### config.mk
export PLATFORM = sky130hd
export DESIGN_NAME = dco_trim_calibrator
export DESIGN_NICKNAME = d
export VERILOG_FILES = /design/src/rtl/dco_trim_pkg.sv /design/src/rtl/osc_period_meter.sv /design/src/rtl/dco_trim_calibrator.sv
export SDC_FILE = /design/constraint.sdc
export NUM_CORES = 1
export LEC_CHECK = 0
export BUFFER_PORTS_ARGS = -buffer_cell sky130_fd_sc_hd__buf_2
export CORE_UTILIZATION = 61
export CTS_CLUSTER_DIAMETER = 120
export DETAILED_ROUTE_END_ITERATION = 7
export GPL_TIMING_DRIVEN = 0
export PLACE_DENSITY = 0.81
export SETUP_SLACK_MARGIN = 0.02
export SLEW_MARGIN = 20
export SYNTH_ARGS = -nofsm -noshare
export SYNTH_HDL_FRONTEND = slang
export SYNTH_SLANG_ARGS = --single-unit
### constraint.sdc
create_clock -name clock -period 5.15 [get_ports clock]
set_input_delay 0.7725 -clock clock [delete_from_list [all_inputs] [get_ports clock]]
set_output_delay 0.7725 -clock clock [all_outputs]
set_load 0.02 [all_outputs]
### src/rtl/dco_trim_pkg.sv
// Shared types and helpers for the DCO trim calibrator.
package dco_trim_pkg;

    localparam int unsigned TRIM_MAX  = 26;
    localparam int unsigned TRIM_BITS = 26;
    localparam int unsigned LVL_W     = 5;

    typedef enum logic [2:0] {
        IDLE,
        SETTLE,
        MEASURE,
        DECIDE,
        VERIFY,
        MONITOR
    } state_t;

    // Thermometer code: the lowest 'level' bits are set.
    function automatic logic [TRIM_BITS-1:0] trim_therm(input logic [LVL_W-1:0] level);
        logic [TRIM_BITS-1:0] t;
        t = '0;
        for (int i = 0; i < int'(TRIM_BITS); i++) begin
            t[i] = (i < int'(level));
        end
        return t;
    endfunction

endpackage

### src/rtl/osc_period_meter.sv
// Synchronises the reference osc, flags its rising edges and counts DCO
// cycles between them with a saturating counter.
module osc_period_meter #(
    parameter int unsigned CNT_W = 8
) (
    input  logic             clock,
    input  logic             reset,
    input  logic             clear,
    input  logic             osc,
    output logic             edge_pulse,
    output logic [CNT_W-1:0] period,
    output logic             sat
);

    localparam logic [CNT_W-1:0] CNT_MAX = '1;

    logic             sync1;
    logic             sync2;
    logic             osc_prev;
    logic [CNT_W-1:0] cnt;

    // Two-flop synchroniser followed by a registered rising-edge flag.
    always_ff @(posedge clock or posedge reset) begin
        if (reset) begin
            sync1      <= 1'b0;
            sync2      <= 1'b0;
            osc_prev   <= 1'b0;
            edge_pulse <= 1'b0;
        end else begin
            sync1      <= osc;
            sync2      <= sync1;
            osc_prev   <= sync2;
            edge_pulse <= sync2 & ~osc_prev;
        end
    end

    // Period counter: a clear wins over an edge; otherwise restart at 1 on an edge.
    always_ff @(posedge clock or posedge reset) begin
        if (reset) begin
            cnt <= '0;
        end else if (clear) begin
            cnt <= '0;
        end else if (edge_pulse) begin
            cnt <= CNT_W'(1);
        end else if (cnt != CNT_MAX) begin
            cnt <= cnt + CNT_W'(1);
        end
    end

    assign period = cnt;
    assign sat    = (cnt == CNT_MAX);

endmodule

### src/rtl/dco_trim_calibrator.sv
// Binary-search calibration of the DCO ring trim against the reference osc,
// followed by continuous lock monitoring.
module dco_trim_calibrator
    import dco_trim_pkg::*;
#(
    parameter int unsigned SETTLE_EDGES = 2,
    parameter int unsigned LOCK_TOL     = 1,
    parameter int unsigned FAIL_LIMIT   = 3,
    parameter int unsigned CNT_W        = 8
) (
    input  logic                 clock,
    input  logic                 reset,
    input  logic                 start,
    input  logic                 osc,
    input  logic [LVL_W-1:0]     div,
    output logic                 dco,
    output logic [TRIM_BITS-1:0] ext_trim,
    output logic [LVL_W-1:0]     trim_level,
    output logic                 busy,
    output logic                 locked,
    output logic                 cal_fail,
    output logic                 no_osc
);

    localparam int unsigned SET_W  = $clog2(SETTLE_EDGES + 1);
    localparam int unsigned MISS_W = $clog2(FAIL_LIMIT + 1);
    localparam logic [LVL_W-1:0] TRIM_MID = LVL_W'(TRIM_MAX >> 1);

    state_t            state;
    logic [LVL_W-1:0]  div_q;
    logic [LVL_W-1:0]  lo;
    logic [LVL_W-1:0]  hi;
    logic              verifying;
    logic [SET_W-1:0]  settle_cnt;
    logic [MISS_W-1:0] miss_cnt;
    logic [CNT_W-1:0]  count_q;

    logic              edge_pulse;
    logic [CNT_W-1:0]  period;
    logic              sat;
    logic              accept;

    logic [LVL_W:0]    sum;
    logic [LVL_W-1:0]  mid;
    logic [LVL_W-1:0]  new_lo;
    logic [LVL_W-1:0]  new_hi;
    logic [LVL_W:0]    new_sum;
    logic [LVL_W-1:0]  new_mid;
    logic [CNT_W-1:0]  div_ext;

    // |c - d| <= LOCK_TOL without wrap-around.
    function automatic logic in_tol(input logic [CNT_W-1:0] c, input logic [CNT_W-1:0] d);
        logic [CNT_W-1:0] diff;
        diff = (c >= d) ? (c - d) : (d - c);
        return diff <= CNT_W'(LOCK_TOL);
    endfunction

    assign accept = start && ((state == IDLE) || (state == MONITOR));

    osc_period_meter #(
        .CNT_W (CNT_W)
    ) u_meter (
        .clock      (clock),
        .reset      (reset),
        .clear      (accept),
        .osc        (osc),
        .edge_pulse (edge_pulse),
        .period     (period),
        .sat        (sat)
    );

    // Search arithmetic for the DECIDE step.
    always_comb begin
        div_ext = CNT_W'(div_q);
        sum     = (LVL_W+1)'(lo) + (LVL_W+1)'(hi);
        mid     = sum[LVL_W:1];
        new_lo  = lo;
        new_hi  = hi;
        if (count_q <= div_ext) begin
            new_hi = mid;
        end else begin
            new_lo = mid + LVL_W'(1);
        end
        new_sum = (LVL_W+1)'(new_lo) + (LVL_W+1)'(new_hi);
        new_mid = new_sum[LVL_W:1];
    end

    // Calibration / monitor state machine with registered outputs.
    always_ff @(posedge clock or posedge reset) begin
        if (reset) begin
            state      <= IDLE;
            div_q      <= '0;
            lo         <= '0;
            hi         <= '0;
            verifying  <= 1'b0;
            settle_cnt <= '0;
            miss_cnt   <= '0;
            count_q    <= '0;
            dco        <= 1'b0;
            ext_trim   <= '0;
            trim_level <= '0;
            busy       <= 1'b0;
            locked     <= 1'b0;
            cal_fail   <= 1'b0;
            no_osc     <= 1'b0;
        end else if (accept) begin
            if (div < LVL_W'(2)) begin
                cal_fail <= 1'b1;
                locked   <= 1'b0;
                state    <= IDLE;
            end else begin
                div_q      <= div;
                lo         <= '0;
                hi         <= LVL_W'(TRIM_MAX);
                verifying  <= 1'b0;
                settle_cnt <= '0;
                miss_cnt   <= '0;
                cal_fail   <= 1'b0;
                no_osc     <= 1'b0;
                locked     <= 1'b0;
                dco        <= 1'b1;
                busy       <= 1'b1;
                trim_level <= TRIM_MID;
                ext_trim   <= trim_therm(TRIM_MID);
                state      <= SETTLE;
            end
        end else if ((state != IDLE) && sat) begin
            no_osc   <= 1'b1;
            cal_fail <= 1'b1;
            locked   <= 1'b0;
            busy     <= 1'b0;
            state    <= IDLE;
        end else begin
            case (state)
                SETTLE: begin
                    if (edge_pulse) begin
                        if (settle_cnt == SET_W'(SETTLE_EDGES - 1)) begin
                            settle_cnt <= '0;
                            state      <= MEASURE;
                        end else begin
                            settle_cnt <= settle_cnt + SET_W'(1);
                        end
                    end
                end
                MEASURE: begin
                    if (edge_pulse) begin
                        count_q <= period;
                        state   <= verifying ? VERIFY : DECIDE;
                    end
                end
                DECIDE: begin
                    lo         <= new_lo;
                    hi         <= new_hi;
                    settle_cnt <= '0;
                    state      <= SETTLE;
                    if (new_lo == new_hi) begin
                        verifying  <= 1'b1;
                        trim_level <= new_lo;
                        ext_trim   <= trim_therm(new_lo);
                    end else begin
                        trim_level <= new_mid;
                        ext_trim   <= trim_therm(new_mid);
                    end
                end
                VERIFY: begin
                    busy <= 1'b0;
                    if (in_tol(count_q, div_ext)) begin
                        locked   <= 1'b1;
                        miss_cnt <= '0;
                        state    <= MONITOR;
                    end else begin
                        cal_fail <= 1'b1;
                        state    <= IDLE;
                    end
                end
                MONITOR: begin
                    if (edge_pulse) begin
                        if (in_tol(period, div_ext)) begin
                            miss_cnt <= '0;
                        end else if (miss_cnt == MISS_W'(FAIL_LIMIT - 1)) begin
                            miss_cnt <= '0;
                            locked   <= 1'b0;
                            cal_fail <= 1'b1;
                            state    <= IDLE;
                        end else begin
                            miss_cnt <= miss_cnt + MISS_W'(1);
                        end
                    end
                end
                default: begin
                    state <= IDLE;
                end
            endcase
        end
    end

endmodule

# Yosys cells after proc, flatten, opt, wreduce, memory -nomap -nowiden
# Index checks and enable logic that the tools add are counted.
# op_classes
addsub	10
order_cmp	58
eq_ne	23
muxes	76
n_bitwise	5
n_reduce_logical	24
# ops
op	n
two-way mux 26 bit	5
< comparator 5 bit (first input constant)	20
< comparator 4 x 5 -> 1 bit (first input constant)	16
two-way mux 5 bit	15
< comparator 3 x 5 -> 1 bit (first input constant)	8
two-way mux 8 bit	5
two-way mux 3 bit	10
two-way mux 1 bit	25
two-way mux 2 bit	11
< comparator 1 x 5 -> 1 bit (first input constant)	4
< comparator 2 x 5 -> 1 bit (first input constant)	4
greater-or-equal comparator 8 x 5 -> 1 bit	2
<= comparator 8 x 1 -> 1 bit (second input constant)	2
!= test 4 bit (second input constant)	4
subtractor 5 x 8 -> 8 bit	2
subtractor 8 x 5 -> 8 bit	2
case mux 3 bit (5 select lines)	1
AND reduction 5 bit	3
nonzero test 3 bit	5
adder 5 x 5 -> 6 bit	2
AND reduction 4 bit	3
adder 8 x 1 -> 8 bit (second input constant)	1
== test 8 bit (second input constant)	1
<= comparator 8 x 5 -> 1 bit	1
27 further kinds	44
# totals
ff_bits	79
inputBits	9
out_inout_bits	36
word_cells	216

# Longest topological paths before layout
# Gate-level depths: netlist (run 1).
# depth
depth_word	9
ltp_mapped	20
ltp_nobuf	19

# By module
# From an unflattened synthesis (run 1), not the netlist that was laid out.
# hier_totals
hier_cells	658
area_unflattened_um2	5652.9
# modules_own_cells
mod	instances	cells_per_inst	area_per_inst_um2
dco_trim_calibrator	1	609	5088.6
osc_period_meter	1	49	564.3

# Least setup slack after synthesis (run 1)
# OpenSTA, ideal clock, no wires.
# synth_timing
path_type	reg2reg
from	register div_q[1]
to	register ext_trim[4]
setup_ns	0.129
arrival_ns	4.187
t_required_ns	5.021
path_slack_ns	0.834
path_stages_with_launch	16
period_less_slack_ns	4.316
cell_sequence	dfrtp_1 -> inv_1 -> fa_1 -> a211o_1 -> a21o_1 -> a21o_1 -> buf_2 -> o21ai_1 -> clkinv_1 -> fa_1 -> nor2b_1 -> nand2_1 -> o211ai_4 -> xnor2_1 -> nand2_1 -> o41a_1
# synth_between
elab_chain_len	8
elab_cells_between_ends	11
cone_classes	1 x add/sub; 3 x order compare; 1 x eq/ne; 6 x mux
# synth_rtl
element	line_no	source
start, declared	dco_trim_calibrator.sv:30	logic [LVL_W-1:0] div_q;
start signal, assigned	dco_trim_calibrator.sv:112	div_q <= div;
<= comparator 8 x 5 -> 1 bit (*)	dco_trim_calibrator.sv:79	if (count_q <= div_ext) begin
two-way mux 5 bit	dco_trim_calibrator.sv:79	
adder 5 x 5 -> 6 bit	dco_trim_calibrator.sv:84	new_sum = (LVL_W+1)'(new_lo) + (LVL_W+1)'(new_hi);
< comparator 3 x 5 -> 1 bit	dco_trim_pkg.sv:22	t[i] = (i < int'(level));
two-way mux 26 bit (*)	dco_trim_calibrator.sv:156	if (new_lo == new_hi) begin
two-way mux 26 bit (*)	dco_trim_calibrator.sv:134	case (state)
two-way mux 26 bit (*)	dco_trim_calibrator.sv:127	end else if ((state != IDLE) && sat) begin
two-way mux 26 bit (*)	dco_trim_calibrator.sv:106	end else if (accept) begin
end signal, assigned	dco_trim_calibrator.sv:124	ext_trim <= trim_therm(TRIM_MID);
end signal, assigned	dco_trim_calibrator.sv:159	ext_trim <= trim_therm(new_lo);
end signal, assigned	dco_trim_calibrator.sv:162	ext_trim <= trim_therm(new_mid);
end, declared	dco_trim_calibrator.sv:17	output logic [TRIM_BITS-1:0] ext_trim,
# Every way passes the cells marked *; elsewhere a longest branch is shown, timed or not. The select of a mux whose other input is x is not followed.
# A chain may end at the register's enable or synchronous reset.

# Worst setup path after layout (run 1)
# layout_timing
from	register div_q[1]
to	register ext_trim[14]
# layout_between
elab_chain_len	8
elab_cells_between_ends	11
cone_classes	1 x add/sub; 3 x order compare; 1 x eq/ne; 6 x mux
# layout_rtl
element	line_no
<= comparator 8 x 5 -> 1 bit (*)	dco_trim_calibrator.sv:79
two-way mux 5 bit	dco_trim_calibrator.sv:79
adder 5 x 5 -> 6 bit	dco_trim_calibrator.sv:84
< comparator 4 x 5 -> 1 bit	dco_trim_pkg.sv:22
two-way mux 26 bit (*)	dco_trim_calibrator.sv:156
two-way mux 26 bit (*)	dco_trim_calibrator.sv:134
two-way mux 26 bit (*)	dco_trim_calibrator.sv:127
two-way mux 26 bit (*)	dco_trim_calibrator.sv:106
# Marked as above.

==> impl_metrics.xml, run 1 <==
<?xml version="1.0" encoding="UTF-8"?>
<metrics>
  <group name="routing">
    <metric name="ant_nets" unit="">0</metric>
    <metric name="drt-total-wl" unit="mm">15.5</metric>
    <metric name="detailedRoute.firstPassIterationCount" unit="">6</metric>
    <metric name="wire_per_inst" unit="microns">19.0</metric>
    <metric name="drcViolationCount" unit="">0</metric>
    <metric name="via_count" unit="">5250</metric>
    <metric name="vias_per_cell" unit="">6.44</metric>
    <metric name="initialDrtViolationCount" unit="">487</metric>
  </group>
  <group name="die">
    <metric name="core-area" unit="sq mm">0.00920</metric>
    <metric name="die_area" unit="sq mm">0.00980</metric>
    <metric name="die_h" unit="microns">99.0</metric>
    <metric name="initial_utilization" unit="%">62.4</metric>
    <metric name="floorplan.io_pins" unit="">45</metric>
    <metric name="dieWidth" unit="microns">99.0</metric>
    <metric name="core.rowCount" unit="">35</metric>
  </group>
  <group name="final_layout">
    <metric name="area.growth.synth_to_final" unit="%">10.9</metric>
    <metric name="layout.cells.most_common_list" unit="">dfrtp_1, nor2_1, nand2_1, buf_2, a21oi_1</metric>
    <metric name="layout-drive-gt1-share" unit="%">17.0</metric>
    <metric name="final_net_count" unit="">745</metric>
    <metric name="num_antenna_cells" unit="">0</metric>
    <metric name="layout_commonest_cell" unit="">dfrtp_1</metric>
  </group>
  <group name="global_routing">
    <metric name="first_global_vias" unit="">4991</metric>
    <metric name="grtUsageMet2" unit="%">50.3</metric>
    <metric name="maximum_number_of_pins_on_one_net_before_global_route_repair" unit="">47</metric>
    <metric name="met1_track_demand_over_resource_in_global_routing" unit="%">46.9</metric>
    <metric name="antenna_found_initial" unit="">0</metric>
    <metric name="global_route_wire_length_before_repair" unit="mm">25.1</metric>
    <metric name="most_used_routing_layer" unit="">met2</metric>
    <metric name="grtUsageMet3" unit="%">5.18</metric>
    <metric name="total_congestion_overflow_after_global_routing" unit="">0</metric>
    <metric name="gr-usage-all-layers" unit="%">32.8</metric>
  </group>
  <group name="sta">
    <metric name="post-route-worst-setup-slack" unit="ns">0.225</metric>
    <metric name="rsz0062_at_grt" unit="">false</metric>
    <metric name="worstMarginPinSlew" unit="ns">0.664</metric>
    <metric name="min_period" unit="ns">4.93</metric>
    <metric name="timing.final.crit_share" unit="%">95.6</metric>
    <metric name="finalMaxSlewViolations" unit="">0</metric>
    <metric name="setup_viol" unit="">0</metric>
    <metric name="finalHoldViolations" unit="">0</metric>
    <metric name="worst_clock_skew" unit="ns">0.0100</metric>
    <metric name="relSlewSlack" unit="%">55.7</metric>
    <metric name="max_freq" unit="GHz">0.203</metric>
  </group>
  <group name="synthesis">
    <metric name="yosys_most_used_dff" unit="">dfrtp_1</metric>
    <metric name="yosys_warnings" unit="">0</metric>
    <metric name="postSynth.asyncResetShare" unit="%">100</metric>
    <metric name="synthesis.area" unit="sq mm">0.00574</metric>
    <metric name="synth_enable_flop_cells" unit="">0</metric>
    <metric name="synth.ff_latch_count" unit="">78</metric>
    <metric name="sequential_share_of_the_synthesized_area" unit="%">34.0</metric>
    <metric name="syn_nets" unit="">690</metric>
    <metric name="synthesis.area_per_instance" unit="sq um">8.91</metric>
    <metric name="syn-instance-count" unit="">644</metric>
    <metric name="synthDistinctLibCells" unit="">89</metric>
  </group>
  <group name="clock_network">
    <metric name="cts_bufs_inserted" unit="">9</metric>
    <metric name="postCtsHoldBufs" unit="">0</metric>
    <metric name="tritoncts_num_sinks" unit="">78</metric>
    <metric name="clk_pin_slew" unit="ns">0.08</metric>
    <metric name="ctsRootBufferMaster" unit="">clkbuf_8</metric>
    <metric name="cts-root-to-sink-buffers" unit="">2</metric>
    <metric name="htree_levels" unit="">3</metric>
    <metric name="tritoncts" unit="">yes</metric>
    <metric name="clock_latency" unit="ns">0.36</metric>
  </group>
  <group name="worst_setup_path">
    <metric name="timing.rr.start" unit="">div_q[1]</metric>
    <metric name="critical_path.most_common_cell" unit="">inv_1</metric>
    <metric name="wp_data_arrival" unit="ns">5.22</metric>
    <metric name="r2r_slack" unit="ns">0.22</metric>
    <metric name="critical_path.max_stage_delay" unit="ns">0.50</metric>
    <metric name="criticalPathCategory" unit="">flop to flop</metric>
    <metric name="timing.reg2reg.worst_path_depth" unit="">18</metric>
    <metric name="rr_endpoint" unit="">ext_trim[14]</metric>
    <metric name="required" unit="ns">5.45</metric>
    <metric name="worstSetupPathDepth" unit="">18</metric>
    <metric name="timing.critical_path.to_type" unit="">flop</metric>
    <metric name="cp_num_buf_inv" unit="">4</metric>
    <metric name="critical-path-slowest-cell" unit="">fa_1</metric>
    <metric name="cell_breakdown_of_the_critical_path" unit="">inv_1, fa_1, a211o_1, a21o_1, a21o_1, buf_2, mux2i_2, inv_1, ha_1, inv_1, fa_1, nor2b_1, nand2_1, o211ai_4, xor2_4, a311oi_1, nor3_2, a32o_1</metric>
    <metric name="worstPathMaxFanout" unit="">10</metric>
    <metric name="critical_path.startpoint_type" unit="">flop</metric>
    <metric name="cpLargestDelayFamily" unit="">compound AO/OA/AOI/OAI gates</metric>
  </group>
  <group name="placed_design">
    <metric name="routabilityCongestion" unit="">0.967</metric>
    <metric name="place.detailed.hpwl" unit="mm">11.6</metric>
    <metric name="pre_cts_slack" unit="ns">-0.190</metric>
    <metric name="portBuffers" unit="">44</metric>
  </group>
  <group name="min_path">
    <metric name="hold-path-endpoint" unit="">u_meter.sync2</metric>
    <metric name="hold_start" unit="">u_meter.sync1</metric>
    <metric name="worstHoldPathType" unit="">flop to flop</metric>
    <metric name="hold_depth" unit="">0</metric>
  </group>
  <group name="job">
    <metric name="maxCapViolations" unit="">0</metric>
  </group>
  <group name="outcome">
    <metric name="run_status" unit="">complete, no violations</metric>
  </group>
</metrics>
cell families after synthesis:
logic type      after synthesis  share of synthesized area, %
simple gates                224                          19.1
buf+inv                      66                          4.75
xor+xnor                     22                          4.47
fa+ha+maj                    37                          8.85
compound gates              202                          26.1
mux                          15                          2.77
flops                        78                          34.0
synth_stat cells (all sizes together), types with 7 or more instances:
cell type   n  area (sq um)
a211oi      8          65.1
a21o       21           160
a21oi      43           226
a31oi       9          71.3
buf         9          58.8
clkbuf     17          63.8
dfrtp      78          1950
ha         31           388
inv        39           146
mux2        7          78.8
mux2i       8          80.1
nand2      65           244
nand2b      8          50.1
nand3      12          65.1
nor2       70           265
nor2b       9          56.3
nor3       19           116
o21ai      45           229
or3         8          50.1
xnor2      13           159
xor2        9          97.6
worst register-to-register path: stages (launching register included):
cell and delay [ns]:
dfrtp_2 0.45, inv_1 0.16, fa_1 0.50, a211o_1 0.32
a21o_1 0.24, a21o_1 0.25, buf_2 0.20, mux2i_2 0.25
inv_1 0.17, ha_1 0.19, inv_1 0.07, fa_1 0.46
nor2b_1 0.20, nand2_1 0.11, o211ai_4 0.28, xor2_4 0.36
a311oi_1 0.18, nor3_2 0.27, a32o_1 0.22
repair_timing:
item / 4_1_cts / 5_1_grt
buffers inserted: 0 / 0
cloned: 0 / 0
resized for setup: 3 / 5
endpoints found under the setup margin: 5 / 21
endpoints found under the hold margin: 0 / 0
stage by stage:
| step | std cells | area, sq um | utilization, % | TNS [ns] | hold WS [ns] |
|---|---|---|---|---|---|
| detailed placement | 800 | 6130 | 66.6 | -0.285 | 0.351 |
| global placement | 799 | 6100 | 66.3 | -0.0557 | 0.349 |
| finish | 815 | 6370 | 69.2 | 0 | 0.366 |
| CTS | 815 | 6340 | 69.0 | 0 | 0.370 |
| global route | 815 | 6370 | 69.2 | 0 | 0.374 |
| floorplan | 644 | 5740 | - | 0 | 0.331 |
routing by layer:
layer	part of all wire, %	vias up
li1	-	2443
met1	47	2545
met2	45	224
met3	6.8	38
met4	2.0	0
met5	0	-
sequential cells by signal (all words and copies together), names as in the netlist, 2 cells and up:
name and flops:
ext_trim 26, settle_cnt 2, count_q 8, u_meter.period 8
hi 5, lo 5, div_q 5, miss_cnt 2
state 3, trim_level 4
area by class of cell:
cell class / count / area, sq um
plain buffers: 25 / 119
clock buffers: 13 / 149
clock inverters: 3 / 67.6
fillers: 761 / 2830
inverters: 40 / 154
multi-input cells: 500 / 3540
flip-flops and latches: 78 / 1950
well taps: 111 / 139
repair buffers: 45 / 248
how the worst max path moves through the flow:
stage                  start      endpoint
floorplan           div_q[1]   ext_trim[4]
global placement    div_q[1]  ext_trim[20]
detailed placement  div_q[1]  ext_trim[20]
CTS                 div_q[1]  ext_trim[20]
global route        div_q[1]  ext_trim[14]
finish              div_q[1]  ext_trim[14]
Power of run 1 is left out: the tool's default activity adds up to more than one toggle a clock period on the data nets, which glitch-free logic cannot reach.
==> run 2, diff against run 1 <==
Settings changed: CORE_UTILIZATION 61 to 63, CTS_BUF_LIST set to sky130_fd_sc_hd__clkbuf_2, PLACE_DENSITY 0.81 to 0.83.
==> impl_metrics.xml, run 2 (same netlist as run 1, synthesis figures left out) <==
<?xml version="1.0" encoding="UTF-8"?>
<metrics>
  <group name="worst_setup_path">
    <metric name="critical_path.startpoint_type" unit="">flop</metric>
    <metric name="critical_path.max_stage_delay" unit="ns">0.46</metric>
    <metric name="required" unit="ns">5.66</metric>
    <metric name="timing.reg2reg.worst_path_depth" unit="">19</metric>
    <metric name="criticalPathCategory" unit="">flop to flop</metric>
    <metric name="critical_path.most_common_cell" unit="">inv_1</metric>
    <metric name="worstPathMaxFanout" unit="">10</metric>
    <metric name="worstSetupPathDepth" unit="">19</metric>
    <metric name="wp_data_arrival" unit="ns">5.48</metric>
    <metric name="critical-path-slowest-cell" unit="">dfrtp_1</metric>
    <metric name="cp_num_buf_inv" unit="">5</metric>
    <metric name="timing.critical_path.to_type" unit="">flop</metric>
    <metric name="cpLargestDelayFamily" unit="">compound AO/OA/AOI/OAI gates</metric>
    <metric name="cell_breakdown_of_the_critical_path" unit="">inv_1, ha_1, inv_1, fa_1, a211o_1, a21o_1, a21o_1, buf_2, mux2i_2, inv_1, ha_1, nor3_1, and2_1, clkbuf_2, nor3_1, a211oi_1, o21ai_1, a311oi_2, a32o_2</metric>
  </group>
  <group name="job">
    <metric name="maxCapViolations" unit="">0</metric>
  </group>
  <group name="final_layout">
    <metric name="num_antenna_cells" unit="">0</metric>
    <metric name="ff_latch_area" unit="sq mm">0.00195</metric>
    <metric name="layout_commonest_cell" unit="">dfrtp_1</metric>
    <metric name="largest_register_ffs" unit="">26</metric>
    <metric name="area.growth.synth_to_final" unit="%">10.2</metric>
    <metric name="layout-drive-gt1-share" unit="%">18.2</metric>
    <metric name="largest_reg_by_ff_count" unit="">ext_trim</metric>
    <metric name="layout.cells.most_common_list" unit="">dfrtp_1, nor2_1, nand2_1, buf_2, a21oi_1</metric>
    <metric name="final.fill_count" unit="">695</metric>
    <metric name="final_net_count" unit="">751</metric>
    <metric name="area_of_the_multi_input_gates" unit="sq mm">0.00354</metric>
  </group>
  <group name="clock_network">
    <metric name="ctsRootBufferMaster" unit="">clkbuf_2</metric>
    <metric name="cts-root-to-sink-buffers" unit="">2</metric>
    <metric name="clock_latency" unit="ns">0.55</metric>
    <metric name="cts_bufs_inserted" unit="">9</metric>
    <metric name="clk_pin_slew" unit="ns">0.23</metric>
    <metric name="htree_levels" unit="">3</metric>
    <metric name="tritoncts_num_sinks" unit="">78</metric>
    <metric name="tritoncts" unit="">yes</metric>
  </group>
  <group name="routing">
    <metric name="via_count" unit="">5265</metric>
    <metric name="ant_nets" unit="">0</metric>
    <metric name="drt-total-wl" unit="mm">15.4</metric>
    <metric name="initialDrtViolationCount" unit="">409</metric>
    <metric name="detailedRoute.firstPassIterationCount" unit="">5</metric>
    <metric name="drcViolationCount" unit="">0</metric>
    <metric name="vias_per_cell" unit="">6.44</metric>
    <metric name="wire_per_inst" unit="microns">18.9</metric>
  </group>
  <group name="die">
    <metric name="die_area" unit="sq mm">0.00949</metric>
    <metric name="core-area" unit="sq mm">0.00876</metric>
    <metric name="die_h" unit="microns">97.4</metric>
    <metric name="floorplan.io_pins" unit="">45</metric>
    <metric name="initial_utilization" unit="%">65.5</metric>
    <metric name="dieWidth" unit="microns">97.4</metric>
    <metric name="core.rowCount" unit="">34</metric>
  </group>
  <group name="sta">
    <metric name="rsz0062_at_grt" unit="">false</metric>
    <metric name="worst_clock_skew" unit="ns">0.0306</metric>
    <metric name="finalMaxSlewViolations" unit="">0</metric>
    <metric name="min_period" unit="ns">4.97</metric>
    <metric name="relSlewSlack" unit="%">55.5</metric>
    <metric name="timing.final.crit_share" unit="%">96.5</metric>
    <metric name="worstMarginPinSlew" unit="ns">0.662</metric>
    <metric name="post-route-worst-setup-slack" unit="ns">0.182</metric>
    <metric name="setup_viol" unit="">0</metric>
    <metric name="finalHoldViolations" unit="">0</metric>
    <metric name="max_freq" unit="GHz">0.201</metric>
  </group>
  <group name="global_routing">
    <metric name="global_route_wire_length_before_repair" unit="mm">25.4</metric>
    <metric name="first_global_vias" unit="">4917</metric>
    <metric name="antenna_found_initial" unit="">0</metric>
    <metric name="maximum_number_of_pins_on_one_net_before_global_route_repair" unit="">47</metric>
    <metric name="total_congestion_overflow_after_global_routing" unit="">0</metric>
    <metric name="gr-usage-all-layers" unit="%">33.8</metric>
  </group>
  <group name="placed_design">
    <metric name="portBuffers" unit="">44</metric>
    <metric name="place.detailed.hpwl" unit="mm">11.6</metric>
    <metric name="routabilityCongestion" unit="">0.983</metric>
    <metric name="pre_cts_slack" unit="ns">-0.190</metric>
  </group>
  <group name="outcome">
    <metric name="run_status" unit="">complete, no violations</metric>
  </group>
  <group name="min_path">
    <metric name="worstHoldPathType" unit="">input port to asynchronous set/reset pin</metric>
  </group>
</metrics>
-- run 2: cell count changes in the layout (fill, tap and decap cells not counted), sizes merged --
cell / before / now
buf: 54 / 59
clkbuf: 29 / 27
clkinv: 1 / 4
-- run 2: worst paths after layout --
path                               start            end  slack, ns
max                           count_q[0]   ext_trim[20]       0.18
min                                reset   ext_trim[19]       0.19
max reg2reg                   count_q[0]   ext_trim[20]       0.18
min reg2reg                u_meter.sync1  u_meter.sync2       0.39
max in group asynchronous          reset  trim_level[2]       4.36
min in group clock                   osc  u_meter.sync1       0.34
-- run 2: cell type report --
cell class,instances,area share [%]
Multi-Input combinational cell,500,56.0
Sequential cell,78,30.9
Timing Repair Buffer,50,4.39
Inverter,40,2.43
Tap cell,108,2.14
Buffer,26,1.96
Clock inverter,6,1.37
Clock buffer,10,0.792
-- run 2: through the flow --
step	cells	hold slack [ns]	area (sq um)	setup TNS [ns]	utilization (%)
finish	818	0.192	6320	0	72.1
global route	818	0.198	6320	0	72.1
CTS	813	0.184	6260	0	71.5
detailed placement	797	0.338	6120	-0.292	69.8
global placement	796	0.347	6090	-0.152	69.5
floorplan	644	0.331	5740	0	-
-- run 2: worst register-to-register path: stages (launching register included) --
cell,delay (ns)
dfrtp_1,0.46
inv_1,0.07
ha_1,0.16
inv_1,0.06
fa_1,0.42
a211o_1,0.31
a21o_1,0.22
a21o_1,0.25
buf_2,0.21
mux2i_2,0.40
inv_1,0.19
ha_1,0.33
nor3_1,0.23
and2_1,0.16
clkbuf_2,0.24
nor3_1,0.08
a211oi_1,0.23
o21ai_1,0.25
a311oi_2,0.45
a32o_2,0.23
-- run 2: timing repair --
| action | in CTS | in global routing |
|---|---|---|
| hold buffers | 0 | 0 |
| gates resized for setup | 4 | 5 |
| buffers inserted | 0 | 5 |
| pin swaps | 0 | 0 |
| endpoints found under the hold margin | 0 | 0 |
| endpoints found under the setup margin | 6 | 26 |
-- run 2: routing by layer --
layer | wire length, microns | GRT usage, %
met1 | 6960 | 49.5
met2 | 7060 | 52.0
met3 | 1120 | 4.53
met4 | 276 | 11.2
met5 | 0 | 0
Power of run 2 is left out for the same reason.
==> run 3, diff against run 2 <==
Clock period 5.15 ns to 5.2 ns, I/O delays scaled along.
==> impl_metrics.xml, run 3 (same netlist as run 1, synthesis figures left out) <==
<?xml version="1.0" encoding="UTF-8"?>
<metrics>
  <group name="worst_setup_path">
    <metric name="critical-path-slowest-cell" unit="">dfrtp_1</metric>
    <metric name="timing.reg2reg.worst_path_depth" unit="">18</metric>
    <metric name="critical_path.most_common_cell" unit="">inv_1</metric>
    <metric name="criticalPathCategory" unit="">flop to flop</metric>
    <metric name="wp_data_arrival" unit="ns">5.51</metric>
    <metric name="critical_path.max_stage_delay" unit="ns">0.46</metric>
    <metric name="timing.rr.start" unit="">count_q[0]</metric>
    <metric name="timing.critical_path.to_type" unit="">flop</metric>
    <metric name="critical_path.startpoint_type" unit="">flop</metric>
    <metric name="cell_breakdown_of_the_critical_path" unit="">inv_1, ha_1, inv_1, fa_1, a211o_1, a21o_1, a21o_1, buf_2, mux2i_2, inv_1, ha_1, nor3_1, and2_1, nor3_1, a211oi_1, o21ai_1, a311oi_2, a32o_2</metric>
    <metric name="r2r_slack" unit="ns">0.18</metric>
    <metric name="worstPathMaxFanout" unit="">10</metric>
    <metric name="required" unit="ns">5.70</metric>
    <metric name="rr_endpoint" unit="">ext_trim[20]</metric>
    <metric name="critPathLaunch" unit="">count_q[0]</metric>
  </group>
  <group name="routing">
    <metric name="initialDrtViolationCount" unit="">356</metric>
    <metric name="drcViolationCount" unit="">0</metric>
    <metric name="wire_per_inst" unit="microns">18.9</metric>
    <metric name="vias_per_cell" unit="">6.49</metric>
    <metric name="drt-total-wl" unit="mm">15.4</metric>
    <metric name="via_count" unit="">5290</metric>
    <metric name="ant_nets" unit="">0</metric>
    <metric name="detailedRoute.firstPassIterationCount" unit="">5</metric>
  </group>
  <group name="sta">
    <metric name="max_freq" unit="GHz">0.199</metric>
    <metric name="relSlewSlack" unit="%">45.9</metric>
    <metric name="setup_viol" unit="">0</metric>
    <metric name="finalMaxSlewViolations" unit="">0</metric>
    <metric name="worst_clock_skew" unit="ns">0.0264</metric>
    <metric name="timing.final.crit_share" unit="%">96.5</metric>
    <metric name="finalHoldViolations" unit="">0</metric>
    <metric name="worstMarginPinSlew" unit="ns">0.809</metric>
    <metric name="min_period" unit="ns">5.02</metric>
    <metric name="rsz0062_at_grt" unit="">false</metric>
    <metric name="fin_hold_ws" unit="ns">0.212</metric>
  </group>
  <group name="clock_network">
    <metric name="cts_bufs_inserted" unit="">9</metric>
    <metric name="ctsRootBufferMaster" unit="">clkbuf_2</metric>
    <metric name="postCtsHoldBufs" unit="">0</metric>
    <metric name="clock_latency" unit="ns">0.53</metric>
    <metric name="htree_levels" unit="">3</metric>
    <metric name="clk_pin_slew" unit="ns">0.23</metric>
    <metric name="tritoncts_num_sinks" unit="">78</metric>
    <metric name="tritoncts" unit="">yes</metric>
    <metric name="cts-root-to-sink-buffers" unit="">2</metric>
  </group>
  <group name="die">
    <metric name="core-area" unit="sq mm">0.00876</metric>
    <metric name="core.rowCount" unit="">34</metric>
    <metric name="initial_utilization" unit="%">65.5</metric>
    <metric name="die_h" unit="microns">97.4</metric>
    <metric name="floorplan.io_pins" unit="">45</metric>
    <metric name="dieWidth" unit="microns">97.4</metric>
    <metric name="die_area" unit="sq mm">0.00949</metric>
  </group>
  <group name="global_routing">
    <metric name="total_congestion_overflow_after_global_routing" unit="">0</metric>
    <metric name="global_route_wire_length_before_repair" unit="mm">25.4</metric>
    <metric name="first_global_vias" unit="">4917</metric>
    <metric name="antenna_found_initial" unit="">0</metric>
    <metric name="gr-usage-all-layers" unit="%">33.8</metric>
    <metric name="maximum_number_of_pins_on_one_net_before_global_route_repair" unit="">47</metric>
  </group>
  <group name="final_layout">
    <metric name="final_net_count" unit="">748</metric>
    <metric name="final_util" unit="%">71.8</metric>
    <metric name="num_antenna_cells" unit="">0</metric>
    <metric name="layout_commonest_cell" unit="">dfrtp_1</metric>
    <metric name="layout.cells.most_common_list" unit="">dfrtp_1, nor2_1, nand2_1, buf_2, a21oi_1</metric>
    <metric name="layout-drive-gt1-share" unit="%">17.7</metric>
    <metric name="area.growth.synth_to_final" unit="%">9.70</metric>
    <metric name="largest_reg_by_ff_count" unit="">ext_trim</metric>
    <metric name="largest_register_ffs" unit="">26</metric>
    <metric name="final.fill_count" unit="">701</metric>
  </group>
  <group name="placed_design">
    <metric name="portBuffers" unit="">44</metric>
    <metric name="place.detailed.hpwl" unit="mm">11.6</metric>
    <metric name="routabilityCongestion" unit="">0.983</metric>
  </group>
  <group name="outcome">
    <metric name="run_status" unit="">complete, no violations</metric>
  </group>
  <group name="min_path">
    <metric name="worstHoldPathType" unit="">input port to asynchronous set/reset pin</metric>
  </group>
  <group name="job">
    <metric name="maxCapViolations" unit="">0</metric>
  </group>
</metrics>
==> run 3: layout make-up <==
class	count	area (sq um)	area share (%)
buffer	25	119	1.89
clock buffer	10	50.0	0.795
clock inverter	6	86.3	1.37
inverter	40	154	2.44
multi-input combinational	500	3530	56.2
sequential	78	1950	31.0
tap	108	135	2.15
timing repair buffer	48	263	4.17
==> run 3: worst max-delay path: cells and delay by family, from the launching register on <==
kind | cells | cell delay [ns]
AO/OA/AOI/OAI | 7 | 1.92
flip-flops | 1 | 0.46
adder cells (fa/ha/maj) | 3 | 0.92
multiplexers | 1 | 0.40
AND/OR/NAND/NOR | 3 | 0.75
buffers and inverters | 4 | 0.54
==> run 3: layer usage <==
metal	global-route usage (%)	vias up	routed length, microns
met5	0	-	0
met4	11.2	0	391
met3	4.53	40	1120
met2	52.0	266	6880
met1	49.5	2536	6980
li1	-	2448	-
==> run 3: worst max path at each step <==
stage | end | slack (ns) | depth (start not counted)
2_1_floorplan | ext_trim[4] | 0.88 | 15
3_3_place_gp | ext_trim[20] | -0.08 | 17
3_5_place_dp | ext_trim[20] | -0.14 | 17
4_1_cts | ext_trim[20] | 0.02 | 17
5_1_grt | ext_trim[20] | 0.05 | 14
6_report | ext_trim[20] | 0.18 | 18
==> run 3: metrics by stage <==
| step | std cells | TNS, ns | area, sq um | worst slack, ns |
|---|---|---|---|---|
| floorplan | 644 | 0 | 5740 | 0.884 |
| global placement | 796 | -0.0780 | 6090 | -0.0780 |
| detailed placement | 797 | -0.186 | 6120 | -0.140 |
| CTS | 813 | 0 | 6260 | 0.0193 |
| global route | 815 | 0 | 6290 | 0.0514 |
| finish | 815 | 0 | 6290 | 0.184 |
==> run 3: timing repair <==
item,in CTS,in global routing
pin swaps,0,0
gates resized for setup,3,4
setup buffers,0,3
setup endpoints to repair,4,27
Power of run 3 is left out for the same reason.
